[src/rtl/real_accum_stage.sv]
// real_accum_stage
//   Block accumulator placed after the fixed-point real multiplier stage.
//   It accepts one svreal-format product per valid/ready beat and aligns it
//   from IN_EXPONENT to OUT_EXPONENT. It sums exactly N_ACC beats, then holds
//   the block sum on out/out_valid until the consumer takes it.
//
//   Optional feature macro: SVREAL_ACC_SAT_EN
//     defined   : alignment and every add saturate; ovf is the sticky OR of
//                 saturation events in the block, presented with out.
//     undefined : adds wrap modulo 2**OUT_WIDTH; ovf stays 0.
//
// Ports
//   clk       in   rising-edge clock
//   rst       in   asynchronous active-high reset
//   clr       in   synchronous abort (drops partial sum and pending result)
//   in        in   product mantissa, IN_WIDTH bits, value = in * 2**IN_EXPONENT
//   in_valid  in   in carries a sample
//   in_ready  out  stage accepts a sample this cycle
//   out       out  block sum mantissa, OUT_WIDTH bits, exponent OUT_EXPONENT
//   out_valid out  out holds a completed block sum
//   out_ready in   consumer takes out this cycle
//   ovf       out  block saturated (saturating build only)
module real_accum_stage #(
  parameter int IN_WIDTH     = 16,
  parameter int IN_EXPONENT  = -8,
  parameter int OUT_WIDTH    = 24,
  parameter int OUT_EXPONENT = -8,
  parameter int N_ACC        = 4
) (
  input  logic                 clk,
  input  logic                 rst,
  input  logic                 clr,
  input  logic [IN_WIDTH-1:0]  in,
  input  logic                 in_valid,
  output logic                 in_ready,
  output logic [OUT_WIDTH-1:0] out,
  output logic                 out_valid,
  input  logic                 out_ready,
  output logic                 ovf
);

  localparam int SHIFT_D   = IN_EXPONENT - OUT_EXPONENT;
  localparam int SHIFT_ABS = (SHIFT_D >= 0) ? SHIFT_D : -SHIFT_D;
  // Wide enough that neither the left shift nor the sign extension loses bits.
  localparam int EXT_W     = IN_WIDTH + OUT_WIDTH + SHIFT_ABS;
  localparam int CNT_W     = $clog2(N_ACC + 1);
  localparam logic [CNT_W-1:0]     CNT_LAST = CNT_W'(N_ACC - 1);
  localparam logic [OUT_WIDTH-1:0] MAX_V    = {1'b0, {(OUT_WIDTH-1){1'b1}}};
  localparam logic [OUT_WIDTH-1:0] MIN_V    = {1'b1, {(OUT_WIDTH-1){1'b0}}};

  typedef enum logic {ACCUM = 1'b0, HOLD = 1'b1} state_t;

  // Align one sample to the output exponent. Returns {saturation_event, value}.
  function automatic logic [OUT_WIDTH:0] align_fn(input logic [IN_WIDTH-1:0] x);
    logic signed [EXT_W-1:0] wide;
`ifdef SVREAL_ACC_SAT_EN
    logic [EXT_W-OUT_WIDTH:0] upper;
`endif
    wide = {{(EXT_W-IN_WIDTH){x[IN_WIDTH-1]}}, x};
    // Right shift is arithmetic, so negative values truncate toward -inf.
    if (SHIFT_D >= 0) begin
      wide = wide <<< SHIFT_ABS;
    end else begin
      wide = wide >>> SHIFT_ABS;
    end
`ifdef SVREAL_ACC_SAT_EN
    // Fits in OUT_WIDTH only if every bit from the output sign bit up matches.
    upper = wide[EXT_W-1:OUT_WIDTH-1];
    if ((&upper) || (~|upper)) begin
      align_fn = {1'b0, wide[OUT_WIDTH-1:0]};
    end else if (wide[EXT_W-1]) begin
      align_fn = {1'b1, MIN_V};
    end else begin
      align_fn = {1'b1, MAX_V};
    end
`else
    align_fn = {1'b0, wide[OUT_WIDTH-1:0]};
`endif
  endfunction

  // OUT_WIDTH+1 bit add. Returns {saturation_event, value}.
  function automatic logic [OUT_WIDTH:0] add_fn(input logic [OUT_WIDTH-1:0] a,
                                                input logic [OUT_WIDTH-1:0] b);
    logic [OUT_WIDTH:0] sum;
    sum = {a[OUT_WIDTH-1], a} + {b[OUT_WIDTH-1], b};
`ifdef SVREAL_ACC_SAT_EN
    // Top two bits disagree on overflow; the extra bit carries the true sign.
    if (sum[OUT_WIDTH] != sum[OUT_WIDTH-1]) begin
      add_fn = {1'b1, (sum[OUT_WIDTH] ? MIN_V : MAX_V)};
    end else begin
      add_fn = {1'b0, sum[OUT_WIDTH-1:0]};
    end
`else
    add_fn = {1'b0, sum[OUT_WIDTH-1:0]};
`endif
  endfunction

  state_t               state_q, state_d;
  logic [OUT_WIDTH-1:0] acc_q, acc_d;
  logic [CNT_W-1:0]     cnt_q, cnt_d;
  logic [OUT_WIDTH-1:0] out_q, out_d;
  logic                 ovf_q, ovf_d;
  logic                 ovf_acc_q, ovf_acc_d;
  logic                 in_ready_q, in_ready_d;
  logic                 out_valid_q, out_valid_d;

  logic [OUT_WIDTH:0]   aligned_s;
  logic [OUT_WIDTH:0]   sum_s;
  logic                 evt_s;
  logic                 beat_s;

  assign in_ready  = in_ready_q;
  assign out_valid = out_valid_q;
  assign out       = out_q;
  assign ovf       = ovf_q;

  // Next-state and datapath for the ACCUM/HOLD controller.
  always_comb begin
    state_d     = state_q;
    acc_d       = acc_q;
    cnt_d       = cnt_q;
    out_d       = out_q;
    ovf_d       = ovf_q;
    ovf_acc_d   = ovf_acc_q;
    aligned_s   = align_fn(in);
    sum_s       = add_fn(acc_q, aligned_s[OUT_WIDTH-1:0]);
    evt_s       = aligned_s[OUT_WIDTH] | sum_s[OUT_WIDTH];
    beat_s      = in_valid && in_ready_q;

    if (clr) begin
      // out keeps its last value on abort; everything else restarts.
      state_d   = ACCUM;
      acc_d     = '0;
      cnt_d     = '0;
      ovf_d     = 1'b0;
      ovf_acc_d = 1'b0;
    end else begin
      case (state_q)
        ACCUM: begin
          if (beat_s) begin
            if (cnt_q == CNT_LAST) begin
              out_d     = sum_s[OUT_WIDTH-1:0];
              ovf_d     = ovf_acc_q | evt_s;
              acc_d     = '0;
              cnt_d     = '0;
              ovf_acc_d = 1'b0;
              state_d   = HOLD;
            end else begin
              acc_d     = sum_s[OUT_WIDTH-1:0];
              cnt_d     = cnt_q + CNT_W'(1);
              ovf_acc_d = ovf_acc_q | evt_s;
            end
          end else begin
            state_d = ACCUM;
          end
        end
        HOLD: begin
          if (out_ready) begin
            state_d = ACCUM;
          end else begin
            state_d = HOLD;
          end
        end
        default: begin
          state_d = ACCUM;
        end
      endcase
    end

    // Handshake flags are registered images of the next state.
    in_ready_d  = (state_d == ACCUM);
    out_valid_d = (state_d == HOLD);
  end

  // State and datapath registers. in_ready stays low during reset.
  always_ff @(posedge clk or posedge rst) begin
    if (rst) begin
      state_q     <= ACCUM;
      acc_q       <= '0;
      cnt_q       <= '0;
      out_q       <= '0;
      ovf_q       <= 1'b0;
      ovf_acc_q   <= 1'b0;
      in_ready_q  <= 1'b0;
      out_valid_q <= 1'b0;
    end else begin
      state_q     <= state_d;
      acc_q       <= acc_d;
      cnt_q       <= cnt_d;
      out_q       <= out_d;
      ovf_q       <= ovf_d;
      ovf_acc_q   <= ovf_acc_d;
      in_ready_q  <= in_ready_d;
      out_valid_q <= out_valid_d;
    end
  end

endmodule

[config.mk]
export PLATFORM = sky130hd
export DESIGN_NAME = real_accum_stage
export DESIGN_NICKNAME = d
export VERILOG_FILES = /design/src/rtl/real_accum_stage.sv
export SDC_FILE = /design/constraint.sdc
export NUM_CORES = 1
export LEC_CHECK = 0
export ABC_AREA = 1
export CORE_ASPECT_RATIO = 1.4
export CORE_MARGIN = 4
export CORE_UTILIZATION = 56
export DETAILED_ROUTE_END_ITERATION = 10
export PLACE_DENSITY = 0.83
export SLEW_MARGIN = 20
export SYNTH_ARGS = -nofsm -noshare
export SYNTH_HDL_FRONTEND = slang
export SYNTH_SLANG_ARGS = --single-unit
[constraint.sdc]
create_clock -name clk -period 2.3 [get_ports clk]
set_input_delay 0.575 -clock clk [delete_from_list [all_inputs] [get_ports clk]]
set_output_delay 0.575 -clock clk [all_outputs]
set_load 0.005 [all_outputs]
# Yosys cells after proc, flatten, opt, wreduce, memory -nomap -nowiden
# Cells that the tools add are included.
totals:
  reg_bits: 55
  out_inout_bits: 27
  in_bits: 21
  elab_cells: 41
classes:
  add_sub_neg: 2
  n_eq_ne: 2
  n_mux: 21
  bitwise_logic: 3
  n_reduce_logical: 6
op_table:
  columns: ["op", "count"]
  rows:
  - ["24-bit 2-to-1 mux", 4]
  - ["24-bit by 16-bit adder with 24-bit output", 1]
  - ["1-bit 2-to-1 mux", 12]
  - ["3-bit 2-to-1 mux", 4]
  - ["4-bit AND reduction", 1]
  - ["2-bit nonzero test", 2]
  - ["3-bit by 1-bit adder with 3-bit output, second input constant", 1]
  - ["3-bit by 2-bit == test with 1-bit output, second input constant", 1]
  - ["1-bit inverter", 3]
  - ["3-bit AND reduction", 1]
  - ["2-bit != test, second input constant", 1]
  - ["1-bit case mux with 2 select lines", 1]
  - ["2-bit AND reduction", 1]
  - ["1-bit logical AND", 1]

# Logic depth before layout (Yosys ltp)
# Gate-level depths: netlist (run 1).
logic_depth:
  ltp_word: 6
  mapped_depth: 13
  depth_no_buf: 13

# Worst setup path before layout (run 1)
# No wires, ideal clock.
synth_path:
  kind: "input port to flip-flop"
  start: "in in[0]"
  end: "reg out_q[16], in the netlist out[16]"
  n_path_buf: 0
  setup_slack_ns: 0.299
  arrival_time_ns: 1.884
  setup_time_ns: 0.117
  required_ns: 2.183
  path_stages: 13
  path_cell_list: "ha_1 inv_1 fa_1 inv_1 nand3_1 nand3_1 nand2_1 nand2_2 nand2_1 nand2_1 nand2_1 nand3_1 nand2_1"
synth_via:
  elab_chain_cells: 1
synth_lines:
  columns: ["item", "line_no", "rtl"]
  rows:
  - ["from (decl)", "33", "input logic [IN_WIDTH-1:0] in,"]
  - ["24-bit by 16-bit adder with 24-bit output", "85", "sum = {a[OUT_WIDTH-1], a} + {b[OUT_WIDTH-1], b};"]
  - ["to (signal assigned)", "190", "out_q <= out_d;"]
  - ["to (decl)", "101", "logic [OUT_WIDTH-1:0] out_q, out_d;"]
# Every way passes these cells.
# A chain may end at the register's enable or synchronous reset.

# Worst setup path in the final report (run 1)
layout_path:
  start: "in in[15]"
  end: "reg out_q[19], in the netlist out[19]"
# The elaborated chain is that of the path after synthesis.

==> impl_results.md, run 1 <==
- First-pass GRT wire length: 16,600 um
- Ranking of synthesized cells by area: dfrtp_1 35%, nand2_1 23%, inv_1 8.8%
- Synthesized flop and latch total: 53
- DRT Pass-1 Iters: 5
- Endpoints failing setup: 0
- Post-Place Worst Slack: -0.303 ns
- Hold path startpoint: out[9]
- Final nets: ~700
- Layout Skew: around 0.0063 ns
- Fraction of layout cells with a size suffix above 1: 0.165
- Reg2reg start: acc_q[9]
- Critical Path RT: roughly 2.5 ns
- CTS Root Cell: clkbuf_8
- Largest net degree at the start of global routing: 34
- Top-area cell type share of the netlist area: 0.354
- Layout Cells excl Fill: 728
- PD cells: between 700 and 800 nW/um^2
- RSZ-0062 raised after global routing: no
- Post-Syn Nets: 604
- Gr ovfl total: 0
- Synth-to-Final Area Change: 29.9%
- Final setup TNS: 0 ns
- Clk_lat worst skew: 0.31 ns
- CTS tree: done
- Placed Cells: 719
- Mean Syn Cell Area: around 6.7 um^2
- Vias: 3,702
- Outcome: completed
- Rel. slew slack: 0.659
- Detailed Route Iter0 Violations: 192
- Reg2reg end: out[20]
- Drt wl/cell: 13.7 um
- Die area: 8070 um^2
- IO Count: 48
- Number of global-route vias before repair: 3,730
- Die height: 105 um
- Setup crit end kind: flip-flop
- Initial core utilization: 0.574
- Worst EP arrival: between 2 and 2.5 ns
- Depth of the worst register-to-register path: 10
- Hold EP: out[9]
- DRC viols: 0
- Post-layout min period: approximately 2.2 ns
- Final Core Density: 0.745
- Cell Area, Synth: ~3700 um^2
- Clock transition at the registers of the reported paths: 0.10 ns
- Peak supply drop: 0.451 mV
- Die X: roughly 77 um
- DRT antenna net count: 0
- Cell count after synthesis: ~560
- Via density: 5.09
- GPL Wtd Cong: 0.949
- Clk buf depth: 2
- Syn. warnings: 0
- TritonCTS buffer count: 5
- MaxCap Viol Count: 0
- Largest area contributor in the netlist: dfrtp_1
- Worst setup margin: 0.0797 ns
- Fin crit share: 0.965
- ANT cells: 0
- Initial antenna violation count: 0
- DP Wirelength: around 7900 um
- Max Fclk: 450 MHz
- Crit Path Max Fanout: 7
- Worst reg-to-reg setup slack: 0.43 ns
- Rows: 35
- Tightest Pin Transition: 0.510 ns
- Sequential share of the synthesized area: 0.354
- LEAKAGE: approximately 2.7 nW
- CTS H-Tree Depth: 2
- PortBufs: 46
- Startpoint Class: primary input
- Crit path kind: primary input to flip-flop
- Final Hold Vio Count: 0
- Count of pins over their slew limit: 0
- Synth unique cells: 34
- WHS Path Cells: 2
- All-Layer GR Usage: 0.253
- Clock Sinks: 53
- HP Class: flip-flop to flip-flop
- WL final: 9980 um
- Core area: 6530 um^2
synth_stat cells (all sizes together):
library cell	number
a21oi	11
a22o	2
buf	3
clkbuf	5
conb	1
dfrtp	53
fa	1
ha	24
inv	91
nand2	240
nand3	50
nand3b	7
nand4	5
nor2	31
nor3	4
o211ai	1
o21a	1
o21ai	16
o22ai	1
o31ai	1
or2	2
xnor2	5
xor2	3
cell families (layout without fill, tap and decap cells):
kind of cell	Yosys count	count (layout)	synth area share
other	1	1	0.00100
adders and majority gates	25	25	0.0856
buffers and inverters	99	195	0.103
DFF	53	53	0.354
and+or+nand+nor	339	339	0.388
AOI/OAI and AO/OA	33	33	0.0495
xor gates and xnor gates	8	8	0.0187
area by class of cell:
| cell class | instances | area [um^2] |
|---|---|---|
| clock buffer | 6 | 82.6 |
| tap | 74 | 92.6 |
| sequential | 53 | 1330 |
| fill | 526 | 1660 |
| clock inverter | 2 | 13.8 |
| timing repair buffer | 96 | 851 |
| inverter | 91 | 342 |
| multi-input combinational | 406 | 2150 |
timing repair:
| action | in CTS | in global routing |
|---|---|---|
| setup buffers | 0 | 1 |
| gates resized for setup | 0 | 31 |
| endpoints found under the setup margin | 0 | 22 |
| hold buffers | 0 | 0 |
where the power goes:
part           switching (mW)  leakage (nW)  total, mW  internal [mW]
combinational           0.916          2.00       1.85          0.933
clock                   0.332        0.0512      0.577          0.245
sequential              0.161         0.697       1.36           1.20
total                    1.41          2.75       3.79           2.38
per-layer routing:
layer / vias up / part of all wire / track usage
met3: 18 / 0.035 / 0.0328
met2: 71 / 0.53 / 0.468
met5: - / 0 / 0
met1: 1696 / 0.41 / 0.289
li1: 1917 / - / -
met4: 0 / 0.022 / 0.101
flip-flops by register name, summed over array words and instances, names as in the netlist:
name,flops
acc_q,24
out,24
cnt_q,3
in_ready,1
out_valid,1
cells in the final DEF, fill, tap and decap left out, types with 3 or more instances in the layout:
cell,instances
xor2_1,3
nand4_1,5
ha_1,20
nand3_1,42
a21oi_1,9
nand3_2,8
nor2_1,19
nand2_2,11
nand2_1,226
clkbuf_8,6
inv_1,85
dfrtp_1,53
xnor2_1,5
buf_4,49
nand3b_1,7
nand2_4,3
nor2_2,10
o21ai_0,15
clkdlybuf4s50_1,45
inv_2,6
how the worst max path moves through the flow:
stage / startpoint / to / cells past startpoint
after global placement: in[0] / out[18] / 13
final: in[15] / out[19] / 11
after CTS: in[0] / acc_q[12] / 14
after global routing: in[15] / out[17] / 12
after floorplan: in[0] / out[16] / 13
after detailed placement: in[0] / out[12] / 14
critical path: stages:
cell and delay [ns]:
clkdlybuf4s50_1 0.39, buf_4 0.17, ha_1 0.35, nand2_1 0.14, inv_1 0.08, nand2_1 0.07
nand2_1 0.06, a21oi_1 0.22, nand4_1 0.18, nand3_1 0.13, nand2_1 0.06
stage by stage:
| step | hold WS [ns] | power [mW] | instance area (um^2) |
|---|---|---|---|
| 6_report | 0.489 | 3.79 | 4860 |
| 5_1_grt | 0.515 | 4.07 | 4860 |
| 4_1_cts | 0.492 | 3.74 | 4730 |
| 3_5_place_dp | 0.465 | 3.17 | 4630 |
| 3_3_place_gp | 0.464 | 3.11 | 4630 |
| 2_1_floorplan | 0.453 | 2.28 | 3740 |
Note: power is estimated with default switching activity, not from simulation.
==> inputs of run 2 (changes only) <==
--- a/config.mk
+++ b/config.mk
@@ -8,9 +8,9 @@
 export ABC_AREA = 1
 export CORE_ASPECT_RATIO = 1.4
 export CORE_MARGIN = 4
-export CORE_UTILIZATION = 56
+export CORE_UTILIZATION = 35
 export DETAILED_ROUTE_END_ITERATION = 10
-export PLACE_DENSITY = 0.83
+export PLACE_DENSITY = 0.57
 export SLEW_MARGIN = 20
 export SYNTH_ARGS = -nofsm -noshare
 export SYNTH_HDL_FRONTEND = slang
==> impl_results.md, run 2 (synthesis gave the netlist of run 1 again) <==
- Min Hold Slack: between 0.4 and 0.5 ns
- Max Fclk: around 450 MHz
- Hold path startpoint: out[9]
- Number of global-route vias before repair: ~3,500
- Synth-to-Final Area Change: 32.9%
- Layout Skew: 0.00833 ns
- DRC viols: 0
- Core area: between 10,000 and 15,000 um^2
- CTS tree: done
- Crit path kind: primary input to flip-flop
- PD cells: about 800 nW/um^2
- Vias: 3,640
- Initial core utilization: 0.360
- IO Count: 48
- PnR Total Power: 3.98 mW
- Final Hold Vio Count: 0
- Post-layout min period: 2.21 ns
- Clock Sinks: 53
- DRT antenna net count: 0
- Worst reg-to-reg setup slack: 0.46 ns
- Initial antenna violation count: 0
- Fin crit share: 0.961
- Reg2reg end: out[20]
- MaxCap Viol Count: 0
- Setup crit end kind: flip-flop
- DP Wirelength: a little over 8000 um
- Largest net degree at the start of global routing: 54
- Final nets: 690
- CTS H-Tree Depth: 2
- Worst setup margin: 0.0907 ns
- LEAKAGE: around 2.7 nW
- Seq. cell area: 1330 um^2
- Rows: 44
- Endpoints failing setup: 0
- HP Class: flip-flop to flip-flop
- TritonCTS buffer count: 5
- Post-Place Worst Slack: -0.311 ns
- All-Layer GR Usage: 0.169
- ANT cells: 0
- Gr ovfl total: 0
- Multi-input logic area: around 2200 um^2
- WL final: 10,200 um
- Detailed Route Iter0 Violations: between 100 and 150
- Worst-path cell chain: clkdlybuf4s50_1 > ha_2 > inv_2 > fa_2 > inv_2 > nand3_2 > nand3_4 > nand2_4 > nand2_4 > nand2_4 > nand2_2 > nand2_2 > nand3_1 > nand2_1
- Critical Path RT: 2.49 ns
- Reg2reg start: acc_q[6]
- RSZ-0062 raised after global routing: yes
- Fraction of layout cells with a size suffix above 1: 0.155
- Commonest non-fill, non-tap cell in the layout: nand2_1
- Via density: 4.65
- Hold EP: out[9]
- Crit Path Max Fanout: 3
- Worst path depth: 14
- First-pass GRT wire length: 16,500 um
- Clock transition at the registers of the reported paths: ~0.070 ns
- Slowest-stage cell, CP: clkdlybuf4s50_1
- Commonest cells after routing, fill and taps aside: 227 x nand2_1, 85 x inv_1, 53 x dfrtp_1
- Cell family with most CP delay: simple AND/OR/NAND/NOR gates
- # fillers: between 1,000 and 1,500
- Drt wl/cell: 13.0 um
- DRT Pass-1 Iters: 4
- Clk_lat worst skew: approximately 0.30 ns
- Clk buf depth: 2
- Outcome: completed
- GPL Wtd Cong: 0.912
- Startpoint Class: primary input
- Die X: 95.4 um
- Count of pins over their slew limit: 0
- Die height: 130 um
- Depth of the worst register-to-register path: 9
- Largest stage delay, worst path: approximately 0.46 ns
- Worst EP arrival: between 2 and 2.5 ns
- CTS Root Cell: clkbuf_16
- Worst path bufs/invs: 3
- Peak supply drop: 0.337 mV
- WHS Path Cells: 2
- PortBufs: 46
- Most Frequent Cell on Critical Path: nand2_4
- Die area: 12,400 um^2
- Final Core Density: 0.478
==> run 2: cell types whose count changed in the layout (fill, tap and decap cells not counted), sizes merged <==
cell	change
buf	-9
clkdlybuf4s50	+1
dlymetal6s2s	-1
==> run 2: metrics by stage <==
| step | area, um^2 | instances | setup TNS (ns) |
|---|---|---|---|
| 2_1_floorplan | 3740 | 558 | 0 |
| 3_3_place_gp | 4640 | 773 | -6.74 |
| 3_5_place_dp | 4640 | 773 | -7.50 |
| 4_1_cts | 4800 | 781 | 0 |
| 5_1_grt | 4970 | 783 | -0.0797 |
| 6_report | 4970 | 783 | 0 |
==> run 2: how the worst max path moves through the flow <==
| stage | from | to |
|---|---|---|
| after global routing | in[15] | acc_q[22] |
| after detailed placement | in[0] | out[16] |
| after CTS | in[15] | out[20] |
| after global placement | in[0] | out[16] |
| after floorplan | in[0] | out[16] |
| final | in[0] | out[16] |
==> run 2: area by class of cell <==
class,count,area share
multi-input combinational,406,0.442
sequential,53,0.267
timing repair buffer,87,0.158
inverter,91,0.0687
tap,138,0.0347
clock buffer,6,0.0279
clock inverter,2,0.00277
==> run 2: worst min-delay path, cell delays in order, from the launching register on <==
cell     delay, ns
dfrtp_1       0.34
nand2_1       0.05
nand2_1       0.05
==> run 2: report_power, final <==
part           switching [mW]  internal, mW
registers               0.164          1.21
clock network           0.359         0.434
logic                   0.896         0.921
==> run 2: repair_timing <==
| action | 4_1_cts | 5_1_grt |
|---|---|---|
| cloned | 0 | 0 |
| resized for setup | 1 | 33 |
| setup endpoints to repair | 1 | 23 |
| setup buffers | 0 | 2 |
| pin swaps | 0 | 11 |
| hold buffers | 0 | 0 |
==> run 2: layer usage <==
metal / GRT usage / part of all wire
met5: 0 / 0
met4: 0.0712 / 0.031
met2: 0.311 / 0.53
met3: 0.0185 / 0.026
met1: 0.197 / 0.42
==> RTL change 1: new RTL, flow settings as in run 1 <==
Set the parameter `OUT_WIDTH` to 36 (it was 24).
--- a/src/rtl/real_accum_stage.sv
+++ b/src/rtl/real_accum_stage.sv
@@ -24,5 +24,5 @@
   parameter int IN_WIDTH     = 16,
   parameter int IN_EXPONENT  = -8,
-  parameter int OUT_WIDTH    = 24,
+  parameter int OUT_WIDTH    = 36,
   parameter int OUT_EXPONENT = -8,
   parameter int N_ACC        = 4
Interface: changed (resized out); port bits go from 48 to 60. The function was not compared with the original's and may differ.
==> RTL change 1 against run 1 <==
- the flow now finishes with violations (setup timing)
- first-iteration DRC count grew 69%
- wire length rose by 88%
- worst setup slack got worse by 98 ps
- sequential cell count increased by 24
- non-clock buffer count up 49
- count of clock-buffer cells in the layout rose by 3
- via count increased by 61%
- synthesized area rose by 44%
- total power rose by 79%
- final area up 60%
- global-route usage up 5.1 points
- utilization rose by 8.3 points
- largest cell class unchanged
==> RTL change 1: results (changes against run 1) <==
status:
  outcome: "finished with violations"
  violations: "setup timing"
power_and_ir_drop:
  peakVddDrop_mv: 0.531  # +18%
  leakagePower_nw: 4.16  # +51%
cts:
  numCtsBuffers: 9  # +4
  htreeDepth: 3  # +1
  clk_latency_ps: 360  # +50 ps
  cts.clk_slew.worst_paths_ps: 60  # -40 ps
global_routing:
  use_met1_pct: 32.1  # +3.2 points
  use_met3_pct: 3.93  # +0.65 points
  grtUsageMet2_pct: 58.3  # +12 points
  track_usage_pct: 30.4  # +5.1 points
  grt_max_degree: 78  # +130%
yosys:
  yosys-top-cells-area: "dfrtp_1, nand2_1, ha_1, inv_1, nand3_1"
  synth-adder-area-share_pct: 8.73  # +0.17 points
  syn_inst: 808  # +45%
  synth_compound_area_share_pct: 7.97  # +3.0 points
  yosysUniqueCellTypes: 32  # -5.9%
  synthTopCellsByCount: "nand2_1, inv_1, dfrtp_1, nand3_1, nor2_1"
worst_hold_path:
  whs_endpoint: "out[22]$_DFFE_PP0P_"
  min_from: "out[22]$_DFFE_PP0P_"
sta:
  setup_viol: 5  # +5
  fin_skew_ps: 10.6  # +4.29 ps
  fin_ws_ps: -18.4  # -98.1 ps
placed_design:
  io_buffers: 58  # +26%
  gp_congestion: 0.994  # +4.8%
cells_and_area:
  layout-drive-gt1-share_pct: 25.5  # +9.0 points
setup_path:
  worst_ep_arrival_time_ps: 2570  # +140 ps
  cp_max_fo: 4  # -3
  r2r-start: "acc_q[6]$_DFFE_PP0P_"
detailed_routing:
  drtPass1Iterations: 6  # +1
-- RTL change 1: cell types whose count changed in the layout (fill, tap and decap cells not counted), sizes merged, moves of 9 or more --
cell | before | now
clkdlybuf4s50 | 45 | 54
buf | 50 | 87
inv | 91 | 113
nand3 | 50 | 65
o21ai | 16 | 36
nor2 | 31 | 63
a21oi | 11 | 33
dfrtp | 53 | 77
ha | 24 | 36
nand2 | 240 | 326
xor2 | 3 | 13
-- RTL change 1: layout make-up --
type                            instances  area [sq um]
Multi-Input combinational cell        603          3670
Timing Repair Buffer                  145          1330
Clock inverter                          6          65.1
Inverter                              114           432
Sequential cell                        77          1930
Tap cell                              110           138
Clock buffer                            9           225
Fill cell                             608          1620
-- RTL change 1: per-layer routing --
| layer | vias to the layer above | wire, um |
|---|---|---|
| li1 | 2802 | - |
| met5 | - | 0 |
| met4 | 0 | 1110 |
| met1 | 2843 | 6820 |
| met3 | 85 | 851 |
| met2 | 224 | 9990 |
-- RTL change 1: metrics by stage --
step	util, %	cell area (sq um)	setup TNS [ps]	power [W]	worst slack (ps)
global placement	71.1	6690	-21690	0.00467	-539
floorplan	-	5390	0	0.00334	176
CTS	77.0	7240	0	0.00634	0.228
detailed placement	71.1	6690	-24010	0.00474	-576
finish	82.8	7780	-50.2	0.00679	-18.4
global route	82.8	7780	-2160	0.00717	-141
-- RTL change 1: worst max-delay path by stage --
stage	to	start	slack [ps]	cells past startpoint
2_1_floorplan	acc_q[28]$_DFFE_PP0P_	in[0]	180	15
3_3_place_gp	out[22]$_DFFE_PP0P_	in[0]	-540	16
3_5_place_dp	out[22]$_DFFE_PP0P_	in[0]	-580	16
4_1_cts	acc_q[32]$_DFFE_PP0P_	in[0]	0.2	16
5_1_grt	out[29]$_DFFE_PP0P_	in[1]	-140	13
6_report	out[29]$_DFFE_PP0P_	in[1]	-20	13
-- RTL change 1: what timing repair did --
item	CTS	global route
buffers inserted	1	6
setup endpoints to repair	44	50
pin swaps	6	34
resized for setup	40	115
cloned	1	0
-- RTL change 1: critical path, stage by stage --
cell and delay, ps:
clkdlybuf4s50_1 440, buf_4 150, ha_1 300, nand3_1 100
nand3_2 150, nand2_1 140, nand2_1 90, nand3_1 100
nand2_2 140, nand2_1 140, nand3_1 100, nand3_1 100
nand2_1 50
-- RTL change 1: kinds of logic after synthesis --
kind of cell | count (synthesis)
simple gates | 467
xor+xnor | 18
fa+ha+maj | 37
buf+inv | 128
flops | 77
compound gates | 80
other cells | 1
-- RTL change 1: power by group --
| part | switching [W] | internal (W) | total (W) |
|---|---|---|---|
| clock network | 0.000629 | 0.000835 | 0.00146 |
| logic | 0.00168 | 0.00163 | 0.00330 |
| registers | 0.000277 | 0.00174 | 0.00202 |
| total | 0.00258 | 0.00420 | 0.00679 |
==> RTL change 2: new RTL, flow settings as in run 1 <==
Made on the original files. Reset style: synchronous (`rst`), changed in one clocked block. Comments in the files are not updated.
--- a/src/rtl/real_accum_stage.sv
+++ b/src/rtl/real_accum_stage.sv
@@ -174,5 +174,5 @@
 
   // State and datapath registers. in_ready stays low during reset.
-  always_ff @(posedge clk or posedge rst) begin
+  always_ff @(posedge clk) begin
     if (rst) begin
       state_q     <= ACCUM;
Function: differs if rst is asserted again (counterexample within 4 cycles, from zero or initial values and one cycle with rst high); with rst held inactive, the same outputs for 4 cycles.
==> RTL change 2 against run 1 <==
- final area up 2.1%
- via count up 13%
- global-route usage up 2.9 points
- wire length up 14%
- sequential cell count unchanged
- cell count up 8.8%
- register-to-register slack worse by 40 ps
- die area down 0.18%
- worst setup slack better by 5.7 ps
- synthesized area down 0.20%
- worst hold slack worse by 21 ps
Power is not compared: it rests on default switching activity, and its combinational part moved more than twofold at a synthesized area within 25%.
==> RTL change 2: results (changes against run 1) <==
status:
  outcome: "finished clean"
sta:
  fin_ws_ps: 85.4  # +5.71 ps
  fin_skew_ps: 11.5  # +5.24 ps
  fin_hold_ws_ps: 467  # -21.3 ps
yosys:
  synth_nets: 664  # +9.9%
  synth-adder-area-share_pct: 8.58  # +0.017 points
  ys.flop_type: "dfxtp_1"
  synthTopCellsByCount: "nand2_1, inv_1, nor2_1, dfxtp_1, nand3_1"
  yosysSeqAreaShare_pct: 28.4  # -7.0 points
  yosysUniqueCellTypes: 33  # -2.9%
  synth_compound_area_share_pct: 8.41  # +3.5 points
  synth_area_per_cell_sq_um: 6.04  # -9.9%
  synthXorXnorAreaFrac_pct: 2.11  # +0.24 points
  synth_async_sr_flop_share_pct: 0  # -100 points
  yosys-top-cells-area: "dfxtp_1, nand2_1, inv_1, ha_1, nor2_1"
cells_and_area:
  seq_share_pct: 21.4  # -5.9 points
  multi_input_area_sq_mm: 0.00237  # +10%
  buffers_excl_clock: 108  # +13%
  final_cell_count_no_fill: 792  # +8.8%
  nNonClkInverters: 107  # +18%
  fin_nets: 765  # +9.4%
  buf_share_pct: 19.1  # +1.6 points
  layout-drive-gt1-share_pct: 17.1  # +0.57 points
  design_area_sq_mm: 0.00496  # +2.1%
  area_share_clock_buf_inv_pct: 1.74  # -0.24 points
  comb.multi_input.count: 444  # +9.4%
  fillCellCount: 465  # -12%
global_routing:
  grt_max_degree: 26  # -24%
  grt_pass1_wl_um: 18400  # +10%
  use_met1_pct: 29.5  # +0.53 points
  grtUsageMet2_pct: 52.3  # +5.5 points
  use_met3_pct: 5.08  # +1.8 points
  first_global_vias: 4026  # +7.9%
setup_path:
  r2r_end: "out[15]$_SDFFE_PP0P_"
  reg2reg_depth: 11  # +1
  r2r-start: "acc_q[14]$_SDFFE_PP0P_"
  crit_start: "in[6]"
  critical_path.max_stage_delay_ps: 400
  worst_ep_arrival_time_ps: 2480  # +50 ps
  cp_max_fo: 4  # -3
worst_hold_path:
  whs_endpoint: "cnt_q[1]$_SDFFE_PP0P_"
  min_from: "cnt_q[1]$_SDFFE_PP0P_"
detailed_routing:
  drt_iter0_drc: 184  # -4.2%
  wl_met3_um: 570  # +61%
  drtPass1Iterations: 4  # -1
  wl_per_cell_um: 14.4  # +4.7%
  wl_met1_um: 4290  # +4.9%
  wl_met2_um: 5840  # +10%
placed_design:
  dp_slack_ps: -334  # -31.0 ps
  hpwl_um: 8570  # +7.9%
  place_inst: 779  # +8.3%
  dpl-instance-area_sq_mm: 0.00465  # +0.30%
power_and_ir_drop:
  fin_total_pwr_w: 0.00196
cts:
  numCtsBuffers: 5  # unchanged
die:
  die_w_um: 77.0  # about the same
-- RTL change 2: cell types whose count changed in the layout (fill, tap and decap cells not counted), moves of 10 or more --
cell | run 1 | this run
buf_4 | 49 | 59
dfxtp_1 | 0 | 53
a21oi_1 | 9 | 31
dfrtp_1 | 53 | 0
nor2_1 | 19 | 56
nand2_1 | 226 | 212
o21ai_0 | 15 | 4
inv_1 | 85 | 104
-- RTL change 2: timing repair --
item / CTS / global route
gates resized for setup: 1 / 35
buffers inserted: 0 / 4
pin swaps: 0 / 8
hold endpoints to repair: 0 / 0
cloned: 0 / 1
endpoints found under the setup margin: 1 / 27
-- RTL change 2: worst register-to-register path, stage by stage, from the launching register on --
cell,delay (ps)
dfxtp_1,420
ha_1,290
nand2_1,120
inv_1,70
nand2_1,70
nand2_1,110
a21oi_1,170
nand2_2,80
xor2_1,150
buf_4,150
o21ai_1,130
inv_1,60
